**src/rtl/mem_stage_pkg.sv**
```systemverilog
// mem_stage_pkg: shared types and constants for the memory pipeline stage.
package mem_stage_pkg;

   localparam int WORD_W            = 32;
   localparam int DEFAULT_BASE_ADDR = 1024;

   typedef logic [WORD_W-1:0] word_t;

   // Access sequencer states: IDLE accepts a new request, BUSY burns wait states.
   typedef enum logic {
      IDLE = 1'b0,
      BUSY = 1'b1
   } state_t;

endpackage : mem_stage_pkg

```
**src/rtl/data_mem.sv**
```systemverilog
// data_mem: single-port word-addressed data memory, synchronous write,
// asynchronous read.
module data_mem
   import mem_stage_pkg::*;
#(
   parameter int DEPTH = 64,
   parameter int AW    = $clog2(DEPTH)
) (
   input  logic          clk,
   input  logic          we,
   input  logic [AW-1:0] addr,
   input  word_t         wdata,
   output word_t         rdata
);

   word_t mem [DEPTH];

   // Write port: one word per clock when we is set.
   // NOTE: the storage array has no reset; clearing a RAM would need a
   // per-word reset tree and real memories cannot do it anyway.
   always_ff @(posedge clk) begin
      if (we) mem[addr] <= wdata;
   end

   assign rdata = mem[addr];

endmodule : data_mem

```
**src/rtl/mem_stage.sv**
```systemverilog
// mem_stage: memory stage between execute and write-back. Loads and stores
// take WAIT_STATES+1 cycles and hold the upstream pipeline with freeze while
// they wait. Holds the MEM/WB pipeline register.
// Optional build macro MEM_RANGE_CHECK_EN: out-of-window addresses suppress
// stores and read as 0; without it the word index wraps modulo DEPTH.
module mem_stage
   import mem_stage_pkg::*;
#(
   parameter int DEPTH       = 64,
   parameter int BASE_ADDR   = DEFAULT_BASE_ADDR,
   parameter int WAIT_STATES = 3
) (
   input  logic              clk,
   input  logic              rst,
   input  logic              WB_EN,
   input  logic              MEM_R_EN,
   input  logic              MEM_W_EN,
   input  logic [WORD_W-1:0] ALU_Res,
   input  logic [WORD_W-1:0] Val_Rm,
   input  logic [3:0]        Dest,
   output logic              freeze,
   output logic              WB_EN_out,
   output logic              MEM_R_EN_out,
   output logic [WORD_W-1:0] ALU_Res_out,
   output logic [WORD_W-1:0] Mem_Data,
   output logic [3:0]        Dest_out
);

   localparam int         AW       = $clog2(DEPTH);
   localparam bit         HAS_WAIT = (WAIT_STATES != 0);
   localparam logic [3:0] CNT_INIT = HAS_WAIT ? 4'(WAIT_STATES - 1) : 4'd0;

   state_t     state;
   logic [3:0] cnt;

   // Request captured on entry to BUSY; the live inputs are ignored after that.
   word_t      cap_addr;
   word_t      cap_data;
   logic       cap_wb;
   logic       cap_r;
   logic       cap_w;
   logic [3:0] cap_dest;

   // Request actually being served this cycle.
   word_t      req_addr;
   word_t      req_data;
   logic       req_wb;
   logic       req_r;
   logic       req_w;
   logic [3:0] req_dest;

   logic          busy;
   logic          access;
   logic          is_load;
   logic          in_range;
   logic          mem_we;
   logic [AW-1:0] mem_idx;
   word_t         rd_word;
   word_t         load_data;

   assign busy = (state == BUSY);

   // Select between the live inputs and the captured request.
   always_comb begin
      // NOTE: every output of this block gets a value before any branch, so
      // no path can leave one unassigned and infer a latch.
      req_addr = ALU_Res;
      req_data = Val_Rm;
      req_wb   = WB_EN;
      req_r    = MEM_R_EN;
      req_w    = MEM_W_EN;
      req_dest = Dest;
      if (busy) begin
         req_addr = cap_addr;
         req_data = cap_data;
         req_wb   = cap_wb;
         req_r    = cap_r;
         req_w    = cap_w;
         req_dest = cap_dest;
      end
   end

   // A store wins when both request flags are set.
   assign access  = req_r | req_w;
   assign is_load = req_r & ~req_w;

   // Stall while entering a waited access and while wait states remain.
   assign freeze = busy ? (cnt != 4'd0) : (access & HAS_WAIT);

   assign mem_idx = AW'((req_addr - word_t'(BASE_ADDR)) >> 2);

`ifdef MEM_RANGE_CHECK_EN
   // One unsigned compare covers both ends: addresses below the base wrap
   // to huge offsets.
   assign in_range = (req_addr - word_t'(BASE_ADDR)) < word_t'(4 * DEPTH);
`else
   assign in_range = 1'b1;
`endif

   // The write lands only on the completing edge of a store.
   assign mem_we    = req_w & ~freeze & in_range;
   assign load_data = (is_load & in_range) ? rd_word : '0;

   data_mem #(
      .DEPTH (DEPTH),
      .AW    (AW)
   ) u_mem (
      .clk   (clk),
      .we    (mem_we),
      .addr  (mem_idx),
      .wdata (req_data),
      .rdata (rd_word)
   );

   // Access sequencer, request capture and MEM/WB register.
   // NOTE: all state here uses non-blocking assignments so every register
   // samples the pre-edge values regardless of statement order.
   always_ff @(posedge clk or posedge rst) begin
      if (rst) begin
         state        <= IDLE;
         cnt          <= 4'd0;
         cap_addr     <= '0;
         cap_data     <= '0;
         cap_wb       <= 1'b0;
         cap_r        <= 1'b0;
         cap_w        <= 1'b0;
         cap_dest     <= 4'd0;
         WB_EN_out    <= 1'b0;
         MEM_R_EN_out <= 1'b0;
         ALU_Res_out  <= '0;
         Mem_Data     <= '0;
         Dest_out     <= 4'd0;
      end else begin
         case (state)
            IDLE: begin
               if (access && HAS_WAIT) begin
                  cap_addr <= ALU_Res;
                  cap_data <= Val_Rm;
                  cap_wb   <= WB_EN;
                  cap_r    <= MEM_R_EN;
                  cap_w    <= MEM_W_EN;
                  cap_dest <= Dest;
                  cnt      <= CNT_INIT;
                  state    <= BUSY;
               end
            end
            BUSY: begin
               if (cnt != 4'd0) cnt <= cnt - 4'd1;
               else             state <= IDLE;
            end
            default: state <= IDLE;
         endcase

         // A bubble while stalled keeps write-back from firing twice.
         if (freeze) begin
            WB_EN_out    <= 1'b0;
            MEM_R_EN_out <= 1'b0;
            ALU_Res_out  <= '0;
            Mem_Data     <= '0;
            Dest_out     <= 4'd0;
         end else begin
            WB_EN_out    <= req_wb;
            MEM_R_EN_out <= is_load;
            ALU_Res_out  <= req_addr;
            Mem_Data     <= load_data;
            Dest_out     <= req_dest;
         end
      end
   end

endmodule : mem_stage

```
**config.mk**
```make
export PLATFORM = sky130hd
export DESIGN_NAME = mem_stage
export DESIGN_NICKNAME = d
export VERILOG_FILES = /design/src/rtl/mem_stage_pkg.sv /design/src/rtl/data_mem.sv /design/src/rtl/mem_stage.sv
export SDC_FILE = /design/constraint.sdc
export NUM_CORES = 2
export LEC_CHECK = 0
export BUFFER_PORTS_ARGS = -buffer_cell sky130_fd_sc_hd__buf_2
export CAP_MARGIN = 25
export CORE_MARGIN = 3
export CORE_UTILIZATION = 57
export CTS_CLUSTER_DIAMETER = 40
export DETAILED_ROUTE_END_ITERATION = 6
export PLACE_DENSITY_LB_ADDON = 0.05
export SLEW_MARGIN = 0
export SYNTH_ARGS = -nofsm -noshare
export SYNTH_HDL_FRONTEND = slang
export SYNTH_SLANG_ARGS = --single-unit
```
**constraint.sdc**
```tcl
create_clock -name clk -period 5.13 [get_ports clk]
set_input_delay 0.7695 -clock clk [delete_from_list [all_inputs] [get_ports clk]]
set_output_delay 0.7695 -clock clk [all_outputs]
set_load 0.05 [all_outputs]
```
[After elaboration in Yosys (flattened, before gate mapping)]
Memory sizes are Yosys's and may differ from the RTL's.
Index checks and enable logic that the tools add are counted.
Cells by class
  muxes and demuxes: 21
  bitwise gates (word level): 6
  add/sub/neg operators: 2
  equal/unequal tests: 2
  reductions and logical operators: 3
Operators by type and width (count)
  $mux W32: 5
  $mux W4: 4
  $mux W1: 10
  $pmux W4 S2: 1
  $sub A8 B1 Y8 const B: 1
  $reduce_and A2 Y1: 2
  $reduce_bool A4 Y1: 1
  $sub A4 B1 Y4 const B: 1
  $not A1 Y1: 3
  $and A1 B1 Y1: 2
  $ne A2 B1 Y1 const B: 1
  $ne A2 B2 Y1 const B: 1
  $pmux W1 S2: 1
  $or A1 B1 Y1: 1
Word-level totals
  memory bits (writable): 2048
  memories: 1
  input bits: 73
  register bits: 146
  word-level logic and storage cells: 48
Memories
  u_mem.mem: words 64, bits a word 32, rd ports 1, clocked after memory_dff 0, wr ports 1, RTL line data_mem.sv:16  | word_t mem [DEPTH];

[Longest topological paths before layout]
  word-level depth: 7
  depth in mapped cells: 12
  depth with buffers taken out: 8

[By module]
Synthesis repeated with hierarchy kept, for this count alone.
Second synthesis, totals
  cells, all modules: 4613
  area, all modules: 84135.7 um^2
By module, submodules not included
  data_mem: sequential area each 61499.0 um^2, times used 1, cells an instance 4207, area each 78287.6 um^2
  mem_stage: sequential area each 3653.5 um^2, times used 1, cells an instance 406, area each 5848.1 um^2

[Worst setup path after synthesis]
Ideal clock, no wire load.
  path type: input port to flip-flop
  start point: in ALU_Res[3]
  end point: mem u_mem.mem[12][0] (netlist name), enable pin
  library setup time: 421 ps
  data required time: 4709 ps
  cell stages on the path: 9
  data arrival time: 3962 ps
  setup slack: 747 ps
  cell sequence: or4b_2 > clkbuf_1 > buf_2 > and2_1 > clkbuf_1 > buf_2 > or2_2 > buf_2 > nor2_1
Between the ends
  longest elaborated chain between the ends: 2
RTL lines
  start, declared: RTL line mem_stage.sv:18  | input logic [WORD_W-1:0] ALU_Res,
  $mux W32: RTL line mem_stage.sv:73  | if (busy) begin
  $sub A8 B1 Y8: RTL line mem_stage.sv:90  | assign mem_idx = AW'((req_addr - word_t'(BASE_ADDR)) >> 2);
  end, declared: RTL line data_mem.sv:16
No other way between the ends.

[Worst setup path in the final report]
  start point: reg state (netlist: busy)
  end point: reg Mem_Data[13]
Between the ends
  longest elaborated chain between the ends: 5
  elaborated cells between the ends (all ways): 11
  classes of those cells: 1 x add/sub; 6 x mux; 3 x bitwise; 1 x memory
RTL lines
  start, declared: RTL line mem_stage.sv:33  | state_t state;
  start signal, assigned: RTL line mem_stage.sv:120  | state <= IDLE;
  start signal, assigned: RTL line mem_stage.sv:144  | state <= BUSY;
  start signal, assigned: RTL line mem_stage.sv:149  | else state <= IDLE;
  $mux W32 or $mux W1 (tied branches): RTL line mem_stage.sv:73
  $sub A8 B1 Y8 or $not A1 Y1 (tied branches): RTL line mem_stage.sv:90, mem_stage.sv:85
  $mem_v2 Z64 W32 or $and A1 B1 Y1 (tied branches)
  $mux W32: RTL line mem_stage.sv:102  | assign load_data = (is_load & in_range) ? rd_word : '0;
  $mux W32 (*): RTL line mem_stage.sv:155  | if (freeze) begin
  end signal, assigned: RTL line mem_stage.sv:165  | Mem_Data <= load_data;
  end, declared: RTL line mem_stage.sv:25  | output logic [WORD_W-1:0] Mem_Data,
Every way passes the cells marked *; elsewhere a longest branch is shown, timed or not.
A chain may end at the register's enable or synchronous reset.

==> impl_metrics.xml <==
<?xml version="1.0" encoding="UTF-8"?>
<metrics>
  <group name="timing">
    <metric name="finalCritPeriodShare" unit="%">85.0</metric>
    <metric name="layout_min_cycle_time" unit="ps">4360</metric>
    <metric name="finalMaxSlewViolations" unit="">0</metric>
    <metric name="setup-violations-final" unit="">0</metric>
    <metric name="finClkSkew" unit="ps">49.2</metric>
    <metric name="timing.hold.ws" unit="ps">123</metric>
    <metric name="timing.slew.headroom" unit="%">18.5</metric>
    <metric name="rsz0062_at_grt" unit="">false</metric>
    <metric name="final.setup.worst_slack" unit="ps">772</metric>
    <metric name="worst_pin_slew" unit="ps">1220</metric>
    <metric name="timing.final.hold_violations" unit="">0</metric>
    <metric name="setup_tns" unit="ps">0</metric>
    <metric name="max_freq" unit="GHz">0.229</metric>
  </group>
  <group name="logic_synthesis">
    <metric name="syn_area" unit="mm2">0.0818</metric>
    <metric name="yosys_register_bits" unit="">2194</metric>
    <metric name="async_flop_share" unit="%">6.65</metric>
    <metric name="synth_sequential_area_ratio" unit="%">79.7</metric>
    <metric name="synth_area_per_cell" unit="um2">16.7</metric>
    <metric name="synth-edff-count" unit="">2048</metric>
    <metric name="ys.flop_type" unit="">sky130_fd_sc_hd__edfxtp_1</metric>
    <metric name="yosys_warnings" unit="">0</metric>
    <metric name="gate_count_after_technology_mapping" unit="">4894</metric>
    <metric name="yosys.cell_types.count" unit="">54</metric>
    <metric name="syn_nets" unit="">4969</metric>
  </group>
  <group name="cts">
    <metric name="cts-root-to-sink-buffers" unit="">4</metric>
    <metric name="clock-sinks" unit="">2194</metric>
    <metric name="cts_hold_buffers" unit="">1</metric>
    <metric name="cts_made_buffers" unit="">279</metric>
    <metric name="clkLatencyLatePin" unit="ps">900</metric>
    <metric name="tritoncts" unit="">built</metric>
    <metric name="ctsHtreeMaxLevel" unit="">5</metric>
    <metric name="cts-resized-gates" unit="">0</metric>
    <metric name="cts_setup_buffers" unit="">0</metric>
    <metric name="cts_root_buffer" unit="">sky130_fd_sc_hd__clkbuf_16</metric>
    <metric name="clkSlewWorstSetupHoldPaths" unit="ps">60</metric>
  </group>
  <group name="final_layout">
    <metric name="drive_gt1_share" unit="%">21.2</metric>
    <metric name="multi_input_area" unit="mm2">0.0157</metric>
    <metric name="regArea" unit="mm2">0.0652</metric>
    <metric name="utilization" unit="%">67.7</metric>
    <metric name="synthToLayoutAreaGrowth" unit="%">17.5</metric>
    <metric name="layout.cells.most_common" unit="">sky130_fd_sc_hd__edfxtp_1</metric>
    <metric name="layout_common_cells" unit="">sky130_fd_sc_hd__edfxtp_1 (2048), sky130_fd_sc_hd__a21oi_1 (629), sky130_fd_sc_hd__o22ai_1 (601)</metric>
    <metric name="layout.cell_area.non_filler" unit="mm2">0.0961</metric>
    <metric name="final_cell_count_no_fill" unit="">7343</metric>
    <metric name="num-nets-final" unit="">5329</metric>
    <metric name="fillCellCount" unit="">9526</metric>
  </group>
  <group name="power">
    <metric name="comb_power_share" unit="%">29.3</metric>
    <metric name="net-switching-power" unit="mW">21.0</metric>
    <metric name="vdd.ir_drop.worst" unit="V">0.000713</metric>
    <metric name="power.density_cell_area" unit="mW/mm2">631</metric>
    <metric name="internal-power" unit="mW">39.7</metric>
    <metric name="clock_power_share" unit="%">31.4</metric>
    <metric name="total_power" unit="mW">60.7</metric>
    <metric name="total_leakage_power" unit="nW">32.5</metric>
    <metric name="power_switching_share" unit="%">34.6</metric>
    <metric name="register_share_of_total_power" unit="%">39.3</metric>
  </group>
  <group name="drt">
    <metric name="vias" unit="">53070</metric>
    <metric name="drtIter0Drc" unit="">8825</metric>
    <metric name="drc" unit="">0</metric>
    <metric name="route.detailed.vias_per_inst" unit="">7.23</metric>
    <metric name="postRouteWirelength" unit="mm">290</metric>
    <metric name="routedWlPerCell" unit="um">39.5</metric>
    <metric name="firstDrtPassIters" unit="">5</metric>
    <metric name="ant_nets" unit="">0</metric>
  </group>
  <group name="setup_path">
    <metric name="timing_worst_setup_path_type" unit="">reg2reg</metric>
    <metric name="worst_setup_path_start_kind" unit="">flop</metric>
    <metric name="arrival" unit="ps">5070</metric>
    <metric name="cp-end-kind" unit="">flop</metric>
    <metric name="worst-endpoint-required" unit="ps">5840</metric>
    <metric name="crit-reg2reg-launch" unit="">busy</metric>
    <metric name="critical_path.max_fanout" unit="">51</metric>
    <metric name="timing.critical_path.from" unit="">busy</metric>
  </group>
  <group name="global_route">
    <metric name="grt_max_degree" unit="">128</metric>
    <metric name="global_route.overflow_total" unit="">0</metric>
    <metric name="initial_antenna_violation_count" unit="">11</metric>
    <metric name="first_global_vias" unit="">49831</metric>
    <metric name="gr-usage-all-layers" unit="%">38.9</metric>
    <metric name="grt_pass1_wl" unit="mm">395</metric>
  </group>
  <group name="worst_hold_path">
    <metric name="hold_path_class" unit="">in2reg</metric>
    <metric name="hp-start" unit="">ALU_Res[25]</metric>
  </group>
  <group name="floorplanning">
    <metric name="initial_standard_cell_utilization_of_the_core" unit="%">57.6</metric>
    <metric name="die_x" unit="um">385</metric>
    <metric name="floorplan.die_area" unit="mm2">0.148</metric>
    <metric name="vertical_die_dimension" unit="um">385</metric>
    <metric name="floorplan.rows" unit="">138</metric>
    <metric name="floorplan.core_area" unit="mm2">0.142</metric>
    <metric name="io_pins" unit="">144</metric>
  </group>
  <group name="placed_design">
    <metric name="placed_cell_area" unit="mm2">0.0871</metric>
    <metric name="globalplace.congestion" unit="">0.886</metric>
    <metric name="dpl.cell_count" unit="">6859</metric>
    <metric name="io_buffer_count" unit="">143</metric>
    <metric name="place_hpwl" unit="mm">168</metric>
    <metric name="pre_cts_slack" unit="ps">741</metric>
  </group>
  <group name="outcome">
    <metric name="outcome" unit="">completed</metric>
  </group>
  <group name="job">
    <metric name="drv.max_cap_violation_count" unit="">0</metric>
  </group>
</metrics>
==> synth_stat cells (all sizes together) (2+ instances only) <==
cell type,count,area share (%)
o22ai,602,4.6
and2,10,0.077
nor3,100,0.62
a21oi,629,3.9
nor2,141,0.65
a311o,10,0.12
nand4bb,4,0.055
o31a,6,0.064
buf,190,1.2
mux2,193,2.7
nand2,63,0.29
dfrtp,146,4.5
o2111ai,23,0.25
or4,149,1.4
clkbuf,175,0.80
inv,6,0.028
a32o,3,0.037
mux2i,40,0.49
xor2,2,0.021
o22a,12,0.13
nand2b,4,0.031
ha,2,0.031
nand4b,5,0.054
a21o,33,0.30
nand3,24,0.15
edfxtp,2048,75
a31oi,5,0.038
o31ai,126,1.2
nor2b,2,0.015
or4b,3,0.037
or2,8,0.061
o21ai,14,0.086
o221ai,45,0.48
nor4,46,0.35
and3,12,0.092
nand4,2,0.015
==> state kept, by name (all words and copies together) (netlist names) <==
| name | flops |
|---|---|
| WB_EN_out | 1 |
| cap_data | 32 |
| busy | 1 |
| cap_dest | 4 |
| Dest_out | 4 |
| u_mem.mem | 2048 |
| cap_addr | 32 |
| cap_wb | 1 |
| Mem_Data | 32 |
| ALU_Res_out | 32 |
| cap_w | 1 |
| MEM_R_EN_out | 1 |
| cnt | 4 |
| cap_r | 1 |
==> worst max-delay path: stages, from the launching register on <==
cell,delay [ps]
sky130_fd_sc_hd__dfrtp_4,910
sky130_fd_sc_hd__or4b_2,330
sky130_fd_sc_hd__and2_4,710
sky130_fd_sc_hd__buf_4,480
sky130_fd_sc_hd__o22ai_1,160
sky130_fd_sc_hd__o31ai_1,610
sky130_fd_sc_hd__o211ai_1,260
sky130_fd_sc_hd__nor4_1,680
==> worst paths after layout <==
kind / cells after the start / slack [ps] / to
worst min-delay path: 2 / 120 / cap_addr[25]
worst max register to register: 7 / 770 / Mem_Data[13]
worst max-delay path: 7 / 770 / Mem_Data[13]
worst min register to register: 2 / 480 / cap_r
max in group asynchronous: 4 / 3580 / busy
min in group asynchronous: 3 / 370 / Mem_Data[13]
==> power by group through the flow <==
stage | sequential, mW | combinational [mW] | clock, mW
after floorplan | 24.7 | 8.37 | 0
after global placement | 24.2 | 16.7 | 0
after detailed placement | 24.2 | 17.1 | 0
after CTS | 23.8 | 17.1 | 19.1
after global routing | 23.9 | 18.1 | 19.9
final | 23.8 | 17.8 | 19.1
==> routing by layer <==
| layer | wire [um] | share of wire [%] | up-vias | GRT usage, % |
|---|---|---|---|---|
| met4 | 16900 | 5.8 | 12 | 18.9 |
| met2 | 127000 | 44 | 4670 | 56.7 |
| met5 | 73 | 0.025 | - | 0 |
| li1 | - | - | 20776 | - |
| met3 | 43100 | 15 | 895 | 12.0 |
| met1 | 103000 | 36 | 26717 | 53.6 |
==> cell type report <==
class                      instances  share of cell area (%)
timing repair buffer             444                    4.10
multi-input combinational       2329                    16.3
sequential                      2194                    67.8
clock inverter                   145                    1.71
clock buffer                     331                    7.59
antenna                            4                  0.0104
inverter                           6                  0.0312
tap                             1890                    2.46
==> logic make-up after synthesis <==
group / after synthesis / synth area share (%)
AO/OA/AOI/OAI: 1516 / 11.2
XOR/XNOR: 2 / 0.0214
adder cells (fa/ha/maj): 2 / 0.0306
buffers and inverters: 371 / 2.00
flip-flops: 2194 / 79.7
multiplexers: 233 / 3.15
AND/OR/NAND/NOR: 576 / 3.89
Note: power is estimated with default switching activity, not from simulation.
